File: src/rtl/fetch_pkg.sv
// Shared definitions for the fetch-stage PC controller: the FSM state encoding
// and the instruction constants.
package fetch_pkg;

  typedef logic [2:0] fetch_state_t;

  localparam fetch_state_t ST_IDLE  = 3'd0;
  localparam fetch_state_t ST_REQ   = 3'd1;
  localparam fetch_state_t ST_WAIT  = 3'd2;
  localparam fetch_state_t ST_HOLD  = 3'd3;
  localparam fetch_state_t ST_DRAIN = 3'd4;
  localparam fetch_state_t ST_HALT  = 3'd5;

  localparam logic [31:0] NOP_INSTR  = 32'h0000_0013;
  localparam logic [31:0] INSTR_STEP = 32'd4;

endpackage

File: src/rtl/fetch_next_pc.sv
// Next-fetch-address selection. A redirect overrides any prediction, and
// mret/ecall/ebreak stop fetching until a redirect arrives.
module fetch_next_pc
  import fetch_pkg::*;
(
  input  logic [31:0] fet_pc,
  input  logic        isjal,
  input  logic        isjalr,
  input  logic        isbxx,
  input  logic        predict_bxxtaken,
  input  logic        ismret,
  input  logic        isecallbk,
  input  logic [31:0] jaloffset,
  input  logic [31:0] bxxoffset,
  input  logic [31:0] jalroffset,
  input  logic [31:0] jalr_xn,
  input  logic        redirect_valid,
  input  logic [31:0] redirect_pc,
  output logic [31:0] next_pc,
  output logic        halt
);

  always_comb begin
    next_pc = fet_pc + INSTR_STEP;
    halt    = 1'b0;
    if (redirect_valid) begin
      next_pc = redirect_pc;
    end else if (ismret | isecallbk) begin
      next_pc = fet_pc;
      halt    = 1'b1;
    end else if (isjal) begin
      next_pc = fet_pc + jaloffset;
    end else if (isbxx & predict_bxxtaken) begin
      next_pc = fet_pc + bxxoffset;
    end else if (isjalr) begin
      next_pc = (jalr_xn + jalroffset) & ~32'h1;
    end
  end

endmodule

File: src/rtl/fetch_pc_ctrl.sv
// Fetch-stage controller: one outstanding imem request at a time, an instruction
// register handed to decode, and next-PC steering from predictions and redirects.
module fetch_pc_ctrl
  import fetch_pkg::*;
#(
  parameter logic [31:0] RESET_PC = 32'h0000_0000
) (
  input  logic        clk,
  input  logic        reset,
  output logic        imem_req_valid,
  input  logic        imem_req_ready,
  output logic [31:0] imem_req_addr,
  input  logic        imem_rsp_valid,
  input  logic [31:0] imem_rsp_data,
  output logic [31:0] fet_instr,
  output logic [31:0] fet_pc,
  output logic        fet_valid,
  input  logic        dec_ready,
  input  logic        isjal,
  input  logic        isjalr,
  input  logic        isbxx,
  input  logic        predict_bxxtaken,
  input  logic        ismret,
  input  logic        isecallbk,
  input  logic [31:0] jaloffset,
  input  logic [31:0] bxxoffset,
  input  logic [31:0] jalroffset,
  input  logic [31:0] jalr_xn,
  input  logic        jalr_dep,
  input  logic        redirect_valid,
  input  logic [31:0] redirect_pc
);

  fetch_state_t state_q, state_d;
  logic [31:0]  pc_q, pc_d;
  logic [31:0]  ir_q, ir_d;
  logic [31:0]  fet_pc_q, fet_pc_d;
  logic         ir_valid_q, ir_valid_d;

  logic [31:0]  next_pc;
  logic         halt;
  logic         handoff;

  fetch_next_pc u_next_pc (
    .fet_pc           (fet_pc_q),
    .isjal            (isjal),
    .isjalr           (isjalr),
    .isbxx            (isbxx),
    .predict_bxxtaken (predict_bxxtaken),
    .ismret           (ismret),
    .isecallbk        (isecallbk),
    .jaloffset        (jaloffset),
    .bxxoffset        (bxxoffset),
    .jalroffset       (jalroffset),
    .jalr_xn          (jalr_xn),
    .redirect_valid   (redirect_valid),
    .redirect_pc      (redirect_pc),
    .next_pc          (next_pc),
    .halt             (halt)
  );

  always_ff @(posedge clk) begin
    if (reset) begin
      state_q    <= ST_IDLE;
      pc_q       <= RESET_PC;
      ir_q       <= NOP_INSTR;
      fet_pc_q   <= RESET_PC;
      ir_valid_q <= 1'b0;
    end else begin
      state_q    <= state_d;
      pc_q       <= pc_d;
      ir_q       <= ir_d;
      fet_pc_q   <= fet_pc_d;
      ir_valid_q <= ir_valid_d;
    end
  end

  always_comb begin
    state_d    = state_q;
    pc_d       = pc_q;
    ir_d       = ir_q;
    fet_pc_d   = fet_pc_q;
    ir_valid_d = ir_valid_q;
    case (state_q)
      ST_IDLE: state_d = ST_REQ;
      ST_REQ:  if (imem_req_ready) state_d = ST_WAIT;
      ST_WAIT: begin
        if (imem_rsp_valid && !redirect_valid) begin
          ir_d       = imem_rsp_data;
          fet_pc_d   = pc_q;
          ir_valid_d = 1'b1;
          state_d    = ST_HOLD;
        end
      end
      ST_HOLD: begin
        if (handoff) begin
          ir_valid_d = 1'b0;
          if (halt) begin
            state_d = ST_HALT;
          end else begin
            pc_d    = next_pc;
            state_d = ST_REQ;
          end
        end
      end
      ST_DRAIN: if (imem_rsp_valid) state_d = ST_REQ;
      ST_HALT:  state_d = ST_HALT;
      default:  state_d = ST_IDLE;
    endcase

    // A response landing in the same cycle as the redirect already retires the
    // outstanding request, so there is nothing left to drain.
    if (redirect_valid) begin
      pc_d       = redirect_pc;
      ir_valid_d = 1'b0;
      case (state_q)
        ST_WAIT, ST_DRAIN: state_d = imem_rsp_valid ? ST_REQ : ST_DRAIN;
        ST_REQ:            state_d = imem_req_ready ? ST_DRAIN : ST_REQ;
        default:           state_d = ST_REQ;
      endcase
    end
  end

  always_comb begin
    imem_req_valid = (state_q == ST_REQ);
    imem_req_addr  = pc_q;
    fet_valid      = (state_q == ST_HOLD) & ir_valid_q & ~jalr_dep;
    fet_instr      = ir_q;
    fet_pc         = fet_pc_q;
    handoff        = fet_valid & dec_ready;
  end

endmodule

File: config.mk
export PLATFORM = sky130hd
export DESIGN_NAME = fetch_pc_ctrl
export DESIGN_NICKNAME = d
export VERILOG_FILES = /design/src/rtl/fetch_pkg.sv /design/src/rtl/fetch_next_pc.sv /design/src/rtl/fetch_pc_ctrl.sv
export SDC_FILE = /design/constraint.sdc
export NUM_CORES = 1
export LEC_CHECK = 0
export ABC_AREA = 1
export CORE_AREA = 2 2 166 168
export DETAILED_ROUTE_END_ITERATION = 8
export DIE_AREA = 0 0 168 170
export GPL_ROUTABILITY_DRIVEN = 1
export GPL_TIMING_DRIVEN = 0
export PLACE_DENSITY = 0.78
export SLEW_MARGIN = 20
export SYNTH_ARGS = -nofsm -noshare
export SYNTH_HDL_FRONTEND = slang
export SYNTH_SLANG_ARGS = --single-unit
File: constraint.sdc
create_clock -name clk -period 2.95 [get_ports clk]
set_input_delay 0.59 -clock clk [delete_from_list [all_inputs] [get_ports clk]]
set_output_delay 0.59 -clock clk [all_outputs]
set_load 0.005 [all_outputs]
==> results.md, run 1 <==
* Achievable Freq at ~0.34 GHz
* CP Class: in2reg
* Antenna violations before repair at 0
* Drt pass-1 iters at 7
* Req. time, crit path at roughly 3.2 ns
* Share of cells above drive strength 1 at under 10%
* Final Max Tran Viols at 0
* Final setup vio count at 0
* Worst hold path class: reg2reg
* Area grow syn2layout at 36.85%
* H-tree Lvls at 3
* Cell Area, Synth at roughly 0.011 mm^2
* 1st-iter DRT viols at between 1k and 1.5k
* Final design instance area without fill at between 0.015 and 0.02 mm^2
* Sw frac at a little over a third
* Time the worst path needs with I/O delays and setup at 2.916 ns
* Pin count of the biggest net entering global routing at 18
* Clk_lat worst skew at 0.36 ns
* Setup TNS at 0 ns
* R2R Setup Slk at about 0.11 ns
* Design Power at roughly 4500 uW
* Clk_skew at 0.01457 ns
* Reg2reg path depth at 12
* Hpwl dp at around 45 mm
* Max incr delay on CP at between 0.4 and 0.5 ns
* Site row count at 60
* Internal Power at 2864 uW
* Leakage power at a little under 0.007 uW
* RSZ-0062 raised after global routing: yes
* Grt ovf at 0
* Avg WL per Cell at approximately 21 um
* Seq pwr share at 32.8%
* Worst-Margin Slew at a little over 0.9 ns
* Kind of start point of the critical path: input pin
* Final Hold Viols at 0
* Library cells used by synthesis at 46
* Max-cap viol count at 0
* Critical Path Fanout Max at 5
* Hold path cells at 2
* Reg-to-Reg Start: fet_pc[19]
* First-pass GRT wire length at just under 80 mm
* Drt total wl at about 53 mm
* Syn nets at about 2.2k
* Worst-path cell chain: clkdlybuf4s50_1, ha_1, a21oi_1, o21ai_0, a21oi_2, nor2_1, nor3_1, nand2_1, nand2_1, nand3_1, nand3_1, nand3_1, a21oi_1
* CP arrival at ~3.2 ns
* Cell count after synthesis at 1,928
* CP endpoint kind: register
* Post-cts hold buffer count at 0
* Die W at roughly 170 um
* TritonCTS Sinks at 100
* Seq cells post-synth at 100
* Comb pwr share at 37.5%
* WHS Endpoint: fet_instr[4]
* Vias at between 10k and 15k
* Initial core utilization at between 40% and 50%
* Syn_area_per_cell at 5.771 um^2
* CTS Buf Count at 9
* DR vias/cell at ~5.6
* DRT antenna net count at 0
* Post-route DRC violation count at 0
* IO Count at between 300 and 400
* Nets at ~2.5k
* Most used cell, CP: nand3_1
* DP Worst Slack at -0.5415 ns
* Clock power share at a little under 30%
* Clock Pin Slew Worst Setup and Hold Paths at 0.07 ns
* Die footprint at 0.02856 mm^2
* Hold Path Origin: fet_instr[4]
* Max-slew headroom at between 30 and 40%
* Ant diodes at 0
* Clock Tree Root: clkbuf_16
* PwrDens at approximately 290 mW/mm^2
* Fin crit share at a little over nine tenths
* Port Buf Inserts at 300
* Number of global-route vias before repair at 14.16k
* P_sw at roughly 1600 uW
* Sequential fraction of the synthesis area at 17.99%
* Placement Cell Area at ~0.015 mm^2
* Status: complete, no violations
* Slowest cell on the critical path: clkdlybuf4s50_1
* CTS Buffer Depth at 2
* TritonCTS clock tree: done
* Placer Congestion at 0.9896
* Die Ht at roughly 170 um
* Core area at ~0.027 mm^2
* Setup ws final at between 0.03 and 0.04 ns
* R2R Path End: imem_req_addr[28]
* Ys Warns at 0
* Max VDD drop at between 300 and 400 uV
* Total track usage at a little over a third
-- cells in the mapped netlist (all sizes together) --
library cell | n | area share (%)
a22oi | 1 | 0.067
a211o | 1 | 0.079
o221a | 1 | 0.10
fa | 3 | 0.54
dfxtp | 100 | 18
a31oi | 6 | 0.34
o21bai | 8 | 0.54
nand2 | 530 | 18
nor4 | 5 | 0.28
o21ai | 198 | 8.9
a21oi | 193 | 8.7
clkinv | 1 | 0.034
xnor2 | 7 | 0.55
clkbuf | 43 | 1.7
nand3b | 10 | 0.67
ha | 93 | 10
a21boi | 6 | 0.40
nand4 | 19 | 1.1
a31o | 1 | 0.079
inv | 199 | 6.7
buf | 10 | 0.42
nand3 | 108 | 4.9
o311ai | 1 | 0.079
a21o | 13 | 0.88
o211ai | 13 | 0.88
a221oi | 3 | 0.24
or2 | 1 | 0.056
a211oi | 1 | 0.067
xor2 | 51 | 4.0
and2 | 3 | 0.17
or3 | 1 | 0.056
o2111ai | 1 | 0.079
nor2 | 248 | 8.4
nor3 | 43 | 2.1
o21a | 6 | 0.40
-- stage by stage --
step,utilization (%),instances,hold slack (ns)
2_1_floorplan,-,1928,0.4386
3_3_place_gp,54.62,2569,0.4372
5_1_grt,57.14,2588,0.4990
4_1_cts,55.91,2584,0.4676
3_5_place_dp,54.62,2569,0.4463
6_report,57.14,2588,0.4650
-- sequential cells by signal, summed over array words and instances (netlist names) --
register	flops
ir_valid_q	1
imem_req_addr	32
fet_pc	32
state_q	3
fet_instr	32
-- placed cells by master, fill, tap and decap left out, types with 4 or more instances in the layout --
master and instances:
nand2_1 508, clkdlybuf4s50_1 299, nor2_1 236, inv_1 197
o21ai_0 187, a21oi_1 178, nand3_1 104, dfxtp_1 99
ha_1 82, xor2_1 51, clkbuf_1 40, nor3_1 35
nand4_1 19, nand2_2 18, a21oi_2 13, a21o_1 13
o211ai_1 13, nand3b_1 10, clkbuf_16 9, nor2_2 8
o21bai_1 8, ha_2 8, buf_2 7, o21ai_1 7
xnor2_1 7, nor3_2 6, o21a_1 6, a31oi_1 6
nor4_1 5, nand2_4 4, nor2_4 4, nand3_2 4
a21boi_0 4, buf_4 4
-- routing by layer --
layer,global-route usage (%),routed length (um),vias to the layer above
met1,40.26,20330,6635
met2,65.25,25600,746
li1,-,-,7023
met3,6.233,4451,136
met4,19.70,3088,0
met5,0,0,-
-- timing repair --
item | 4_1_cts | 5_1_grt
endpoints found under the setup margin | 30 | 21
gates resized for setup | 10 | 82
gates cloned | 0 | 0
pin swaps | 0 | 5
setup buffers | 0 | 4
-- worst max-delay path: cells and delay by family --
kind | cells | cell delay [ns]
compound gates | 4 | 0.96
fa+ha+maj | 1 | 0.36
buf+inv | 1 | 0.44
simple gates | 7 | 0.86
-- power groups by stage --
stage | sequential, uW | clock (uW) | combinational (uW)
global placement | 1490 | 0 | 1580
CTS | 1470 | 1320 | 1600
detailed placement | 1500 | 0 | 1590
global route | 1470 | 1370 | 1820
floorplan | 1480 | 0 | 841
finish | 1470 | 1330 | 1680
-- logic make-up after synthesis --
logic type / synth area share [%]
XOR/XNOR: 4.565
flip-flops: 17.99
AND/OR/NAND/NOR: 35.71
buffers and inverters: 8.883
AO/OA/AOI/OAI: 21.85
adder cells (fa/ha/maj): 11.00
-- worst max-delay path by stage --
stage             startpoint                end  slack, ns  cells after the start
6_report       bxxoffset[19]  imem_req_addr[28]       0.03                     13
3_3_place_gp    bxxoffset[0]  imem_req_addr[22]      -0.53                     17
2_1_floorplan   jaloffset[0]  imem_req_addr[30]       0.55                     19
4_1_cts         bxxoffset[0]  imem_req_addr[26]      -0.05                     16
5_1_grt         jaloffset[0]  imem_req_addr[30]      -0.03                     21
3_5_place_dp    bxxoffset[0]  imem_req_addr[22]      -0.54                     17
-- layout make-up --
class	instances	area, um^2
Buffer	53	237.7
Multi-Input combinational cell	1575	8451
Clock inverter	6	97.59
Fill cell	2675	11420
Timing Repair Buffer	304	3035
Clock buffer	9	225.2
Inverter	200	750.7
Tap cell	341	426.7
Sequential cell	100	2003
(Power assumes the default switching activity.)
==> inputs of run 2 (changes only) <==
- CORE_AREA: 2 2 166 168 -> 2 2 149 187
- DIE_AREA: 0 0 168 170 -> 0 0 151 189
==> run 2 against run 1 <==
Effect of this change: the run now ends with negative setup slack left; combinational power about the same; sequential power is essentially flat; clock power shrank 8%; register-to-register slack hardly changed; routed wire length up 1.7%; clock-buffer cell count is 1 higher; final area is essentially flat; critical path depth is the same; worst setup slack worse by 0.043 ns.
==> results.md, run 2 (synthesis gave the netlist of run 1 again) <==
* Placer Congestion at 1.071 (+8.3%)
* CTS Buffer Depth at 2 (unchanged)
* Req. time, crit path at 3.25 ns (about the same)
* H-tree Lvls at 3 (unchanged)
* TritonCTS Sinks at 100 (unchanged)
* Leakage power at 0.006922 uW (-0.37%)
* Pin count of the biggest net entering global routing at 19 (+1)
* RSZ-0062 raised after global routing: yes
* Share of cells above drive strength 1 at 5.158% (+0.084 points)
* Die footprint at 0.02854 mm^2 (about the same)
* Hpwl dp at 45.45 mm (+1.8%)
* CP startpoint: bxxoffset[19]
* Die W at 151 um (-10%)
* Kind of start point of the critical path: input pin
* 1st-iter DRT viols at 1,264 (-1.3%)
* Fin crit share at 100.3% (+1.5 points)
* Port Buf Inserts at 300 (unchanged)
* CP Class: in2reg
* Critical Path Fanout Max at 5 (unchanged)
* Clk_skew at 0.01612 ns (+0.001554 ns)
* Site row count at 67 (+12%)
* Max VDD drop at 332.5 uV (-6.9%)
* Failing checks: negative setup slack
* Reg-to-Reg Start: fet_pc[19]
* Final Hold Viols at 0 (unchanged)
* Nets at 2,545 (+0.039%)
* Final Max Tran Viols at 0 (unchanged)
* CTS Buf Count at 9 (unchanged)
* Clock Pin Slew Worst Setup and Hold Paths at 0.08 ns (about the same)
* Most common cell after layout, fill and taps aside: nand2_1
* Most frequent cells in the layout: nand2_1 (504), clkdlybuf4s50_1 (300), nor2_1 (237), inv_1 (197), o21ai_0 (187)
* Clock Tree Root: clkbuf_16
* Last element of the critical path: imem_req_addr[28]
* Worst-path cell chain: clkdlybuf4s50_1, ha_1, a21oi_1, o21ai_0, a21oi_1, nor2_1, nor3_1, nand2_1, nand2_1, nand3_1, nand3_1, nand3_1, a21oi_1
* P_sw at 1661 uW (+2.3%)
* Cell family with most CP delay: compound AO/OA/AOI/OAI gates
* Sw frac at 37.84% (+1.7 points)
* Area of the multi-input gates at 0.008461 mm^2 (+0.12%)
* Final setup vio count at 1 (+1)
* Max incr delay on CP at 0.45 ns (about the same)
* Worst-Margin Slew at 0.9989 ns (+0.08222 ns)
* CP endpoint kind: register
* Worst hold path class: reg2reg
* DRT antenna net count at 0 (unchanged)
* Max-slew headroom at 33.41% (-5.3 points)
* First-pass GRT wire length at 79.90 mm (+2.2%)
* Drt pass-1 iters at 6 (-1)
* Fin cells at 2,595 (+0.27%)
* Seq. cell area at 0.002003 mm^2 (unchanged)
* Vias at 14.64k (+0.69%)
* Total track usage at 37.06% (+1.0 points)
* Filler cell count at 2,701 (+0.97%)
* Clk_lat worst skew at 0.36 ns (about the same)
* Grt ovf at 0 (unchanged)
* Drt total wl at 54.38 mm (+1.7%)
* Setup ws final at -0.008982 ns (-0.04310 ns)
* Number of global-route vias before repair at 14.41k (+1.8%)
* Max-cap viol count at 0 (unchanged)
* Achievable Freq at 0.3380 GHz (-1.5%)
* Core area at 0.02666 mm^2 (about the same)
* R2R Setup Slk at 0.10 ns (about the same)
* Initial core utilization at 41.74% (about the same)
* Post-cts hold buffer count at 0 (unchanged)
* Clock power share at 27.8% (-1.9 points)
* IO Count at 303 (unchanged)
* Internal Power at 2729 uW (-4.7%)
* DR vias/cell at 5.642 (+0.42%)
* Status: complete, but fails checks
* Area grow syn2layout at 36.76% (about the same)
* Reg2reg path depth at 12 (unchanged)
* Worst Path Buf+Inv at 1 (unchanged)
* Inst Count DP at 2,573 (+0.16%)
* Avg WL per Cell at 20.96 um (+1.4%)
* DP Worst Slack at -0.5393 ns (+0.002173 ns)
* Die Ht at 189 um (+11%)
* Slowest cell on the critical path: clkdlybuf4s50_1
* CP arrival at 3.25 ns (+0.05 ns)
* Post-route DRC violation count at 0 (unchanged)
* Comb pwr share at 38.5% (+1.0 points)
* Final design instance area without fill at 0.01522 mm^2 (about the same)
* Seq pwr share at 33.7% (+0.9 points)
* PwrDens at 288.5 mW/mm^2 (-2.1%)
* Placement Cell Area at 0.01456 mm^2 (about the same)
* TritonCTS clock tree: done
* CP Depth at 13 (unchanged)
* R2R Path End: imem_req_addr[28]
* Antenna violations before repair at 1 (+1)
* Time the worst path needs with I/O delays and setup at 2.959 ns (+0.04310 ns)
## run 2: cell count changes in the layout (fill, tap and decap cells not counted), moves of 2 or more
cell and change:
bufinv_16 -2, nand3_2 -2, xor2_2 +3, nand2_4 -2
xor2_1 -3, nand2_1 -4, ha_4 +3, ha_2 -5
clkinvlp_4 -2, ha_1 +2, inv_6 +3, nand2_2 +6
## run 2: worst min-delay path by stage
stage,startpoint,end,slack [ns],cells after the start
3_3_place_gp,fet_instr[4],fet_instr[4],0.44,2
6_report,fet_instr[0],fet_instr[0],0.48,2
5_1_grt,imem_req_addr[25],imem_req_addr[25],0.50,2
2_1_floorplan,ir_valid_q,ir_valid_q,0.44,2
3_5_place_dp,fet_instr[0],fet_instr[0],0.45,2
4_1_cts,fet_instr[0],fet_instr[0],0.47,2
## run 2: layout make-up
type                       instances  area share, %
multi-input combinational       1575          55.60
timing repair buffer             305          19.98
sequential                       100          13.16
inverter                         200          4.933
tap                              345          2.837
clock buffer                      10          1.570
buffer                            53          1.562
clock inverter                     6         0.3371
antenna                            1        0.01644
## run 2: routing by layer
layer | share of wire [%] | up-vias | GRT usage, % | wire length (um)
met3 | 6.4 | 217 | 4.434 | 3454
met2 | 49 | 721 | 66.07 | 26640
met1 | 36 | 6668 | 39.90 | 19800
li1 | - | 7035 | - | -
met4 | 8.3 | 0 | 26.67 | 4490
met5 | 0 | - | 0 | 0
## run 2: worst register-to-register path, cell delays in order (launching register included)
cell	delay, ns
dfxtp_1	0.58
ha_1	0.36
a21oi_1	0.26
o21ai_0	0.24
a21oi_1	0.44
nor2_1	0.08
nor3_1	0.19
nand2_1	0.08
nand2_1	0.06
nand3_1	0.11
nand3_1	0.19
nand3_1	0.09
a21oi_1	0.12
## run 2: power by group through the flow
stage          Combinational, uW  Clock (uW)  Sequential, uW
2_1_floorplan                841           0            1480
3_3_place_gp                1580           0            1510
3_5_place_dp                1590           0            1500
4_1_cts                     1600        1220            1470
5_1_grt                     1830        1260            1480
6_report                    1690        1220            1480
## run 2: through the flow
step | hold WS [ns] | power (uW) | TNS, ns | util, %
3_5_place_dp | 0.4517 | 3095 | -31.29 | 54.62
2_1_floorplan | 0.4386 | 2316 | 0 | -
5_1_grt | 0.5036 | 4576 | -0.2233 | 57.08
3_3_place_gp | 0.4436 | 3087 | -32.89 | 54.62
6_report | 0.4797 | 4390 | -0.008982 | 57.08
4_1_cts | 0.4721 | 4300 | 0 | 55.83
## run 2: what timing repair did
item	CTS	global route
setup endpoints to repair	48	22
setup buffers	0	5
resized for setup	11	74
pin swaps	0	5
==> inputs of run 3 (changes only) <==
- CORE_AREA: 2 2 149 187 -> 2 2 137 172
- DIE_AREA: 0 0 151 189 -> 0 0 139 174
- PLACE_DENSITY: 0.78 -> 0.89
==> run 3 against run 2 <==
Effect of this change: the flow now finishes without violations; largest cell class unchanged; critical path depth is 5 higher; routed wire length is 6.2% lower; worst setup slack better by 0.11 ns; largest power group unchanged; sequential power hardly changed.
==> results.md, run 3 (synthesis gave the netlist of run 1 again) <==
* Status: complete, no violations
* Share of cells above drive strength 1 at 4.541% (-0.62 points)
* Cell family with most CP delay: simple AND/OR/NAND/NOR gates
* Number of global-route vias before repair at 14.27k (-0.96%)
* Grt ovf at 0 (unchanged)
* Final Hold Viols at 0 (unchanged)
* CP Depth at 18 (+5)
* Clock Tree Root: clkbuf_16
* Worst hold slack at 0.4784 ns (-0.001253 ns)
* Antenna violations before repair at 0 (-1)
* Worst-path cell chain: clkdlybuf4s50_1, ha_1, nand2_2, nor2_2, inv_1, nor3_1, nand2_2, nand2_2, nand2_1, nand2_1, nand2_1, nand2_1, nand2_1, nand2_1, nand2_1, nand3_1, nand2_1, a21oi_1
* Fin util at 66.39% (+9.3 points)
* Vias at 14.80k (+1.1%)
* Fin crit share at 96.69% (-3.6 points)
* Pin count of the biggest net entering global routing at 20 (+1)
* Clock Pin Slew Worst Setup and Hold Paths at 0.09 ns (about the same)
* Final setup vio count at 0 (-1)
* Last element of the critical path: imem_req_addr[31]
* CTS Buf Count at 9 (unchanged)
* Post-route DRC violation count at 0 (unchanged)
* R2R Path End: imem_req_addr[22]
* CP Class: in2reg
* Hold Path Origin: fet_instr[1]
* Kind of start point of the critical path: input pin
* Most used cell, CP: nand2_1
* PwrDens at 288.5 mW/mm^2 (about the same)
* TritonCTS Sinks at 100 (unchanged)
* Ant diodes at 0 (-1)
* Design Power at 4339 uW (-1.2%)
* Post-cts hold buffer count at 0 (unchanged)
* Most common cell after layout, fill and taps aside: nand2_1
* Setup TNS at 0 ns (+0.008982 ns)
* Slowest cell on the critical path: clkdlybuf4s50_1
* Critical Path Fanout Max at 4 (-1)
* Most frequent cells in the layout: nand2_1 (507), clkdlybuf4s50_1 (300), nor2_1 (238), inv_1 (198), o21ai_0 (184)
* Drt total wl at 51.04 mm (-6.2%)
* Leakage power at 0.006903 uW (-0.27%)
* Reg-to-Reg Start: fet_pc[21]
* Time the worst path needs with I/O delays and setup at 2.852 ns (-0.1066 ns)
* TritonCTS clock tree: done
* Fin cells at 2,534 (-2.4%)
* Max-cap viol count at 0 (unchanged)
* H-tree Lvls at 3 (unchanged)
* Clk_lat worst skew at 0.36 ns (about the same)
* Port Buf Inserts at 300 (unchanged)
* Die footprint at 0.02419 mm^2 (-15%)
* Hpwl dp at 42.65 mm (-6.2%)
* Max VDD drop at 418.9 uV (+26%)
* Final Max Tran Viols at 0 (unchanged)
* CP startpoint: bxxoffset[12]
* CTS Buffer Depth at 2 (unchanged)
* DR vias/cell at 5.839 (+3.5%)
* IO Count at 303 (unchanged)
* Max incr delay on CP at 0.44 ns (about the same)
* Die Ht at 174 um (-7.9%)
* Die W at 139 um (-7.9%)
* Initial core utilization at 49.12% (+7.4 points)
* Req. time, crit path at 3.23 ns (-0.02 ns)
* Avg WL per Cell at 20.14 um (-3.9%)
* Placer Congestion at 1.073 (+0.16%)
* DRT antenna net count at 0 (unchanged)
* Clk_skew at 0.01405 ns (-0.002070 ns)
* Area grow syn2layout at 35.16%
* CP endpoint kind: register
* Site row count at 62 (-7.5%)
* Worst hold path class: reg2reg
* CP arrival at 3.14 ns (-0.11 ns)
* 1st-iter DRT viols at 1,213 (-4.0%)
* First-pass GRT wire length at 75.44 mm (-5.6%)
* Filler cell count at 2,096 (-22%)
* R2R Setup Slk at 0.14 ns (+0.04 ns)
* Max-slew headroom at 41.75% (+8.3 points)
* Nets at 2,542 (-0.12%)
* Reg2reg path depth at 12 (unchanged)
* Total track usage at 39.73% (+2.7 points)
* Drt pass-1 iters at 8 (+2)
* Achievable Freq at 0.3506 GHz (+3.7%)
* Inst Count DP at 2,516 (-2.2%)
* Core area at 0.02265 mm^2 (-15%)
* Worst Path Buf+Inv at 2 (+1)
* Worst-Margin Slew at 0.8738 ns (-0.1251 ns)
run 3: cell types whose count changed in the layout (fill, tap and decap cells not counted), moves of 2 or more:
cell      change
ha_4          -4
inv_6         -3
a21oi_1       +2
buf_4         -3
o21ai_0       -3
clkinv_4      +2
nand2_1       +3
nand2_2       -4
ha_2          +3
o21ai_1       +2
xor2_2        -2
xor2_1        +2
run 3: final cells by class:
type	count	area [um^2]	share of cell area [%]
Multi-Input combinational cell	1575	8372	55.67
Timing Repair Buffer	302	3018	20.07
Sequential cell	100	2003	13.32
Inverter	200	750.7	4.992
Tap cell	288	360.3	2.396
Buffer	53	237.7	1.581
Clock buffer	9	225.2	1.498
Clock inverter	7	72.57	0.4825
run 3: worst min-delay path by stage:
stage / to / slack [ns] / cells after the start
2_1_floorplan: ir_valid_q / 0.44 / 2
3_3_place_gp: fet_instr[1] / 0.44 / 2
3_5_place_dp: fet_instr[1] / 0.46 / 2
4_1_cts: fet_instr[1] / 0.48 / 2
5_1_grt: fet_instr[0] / 0.50 / 2
6_report: fet_instr[1] / 0.48 / 2
run 3: metrics by stage:
stage | area (um^2) | setup slack (ns)
2_1_floorplan | 11130 | 0.5467
3_3_place_gp | 14490 | -0.5115
3_5_place_dp | 14490 | -0.4734
4_1_cts | 14810 | 0.009900
5_1_grt | 15040 | -0.02622
6_report | 15040 | 0.09764
run 3: power by group:
part | total, uW | leakage, uW | internal, uW | switching (uW)
clock | 1190 | 0.000142 | 597 | 598
sequential | 1480 | 0.000814 | 1400 | 76.2
combinational | 1670 | 0.00595 | 709 | 957
total | 4340 | 0.00690 | 2710 | 1630
run 3: timing repair:
| item | CTS | global route |
|---|---|---|
| resized for setup | 10 | 65 |
| endpoints found under the setup margin | 18 | 25 |
| buffers inserted | 0 | 2 |
| pin swaps | 0 | 4 |
run 3: worst reg2reg max path, cell delays in order (launching register included):
cell	delay, ns
dfxtp_1	0.62
ha_1	0.38
a21oi_1	0.24
o21ai_0	0.20
a21oi_2	0.29
nand3_1	0.30
xor2_1	0.24
nand2_1	0.10
nand2_1	0.06
inv_1	0.07
nand2_1	0.06
nand2_1	0.06
a21oi_1	0.06
run 3: metal layers:
| layer | global-route usage, % | routed length, um |
|---|---|---|
| met1 | 41.81 | 17960 |
| met2 | 72.84 | 25070 |
| met3 | 5.317 | 3866 |
| met4 | 27.48 | 4134 |
| met5 | 0 | 0 |
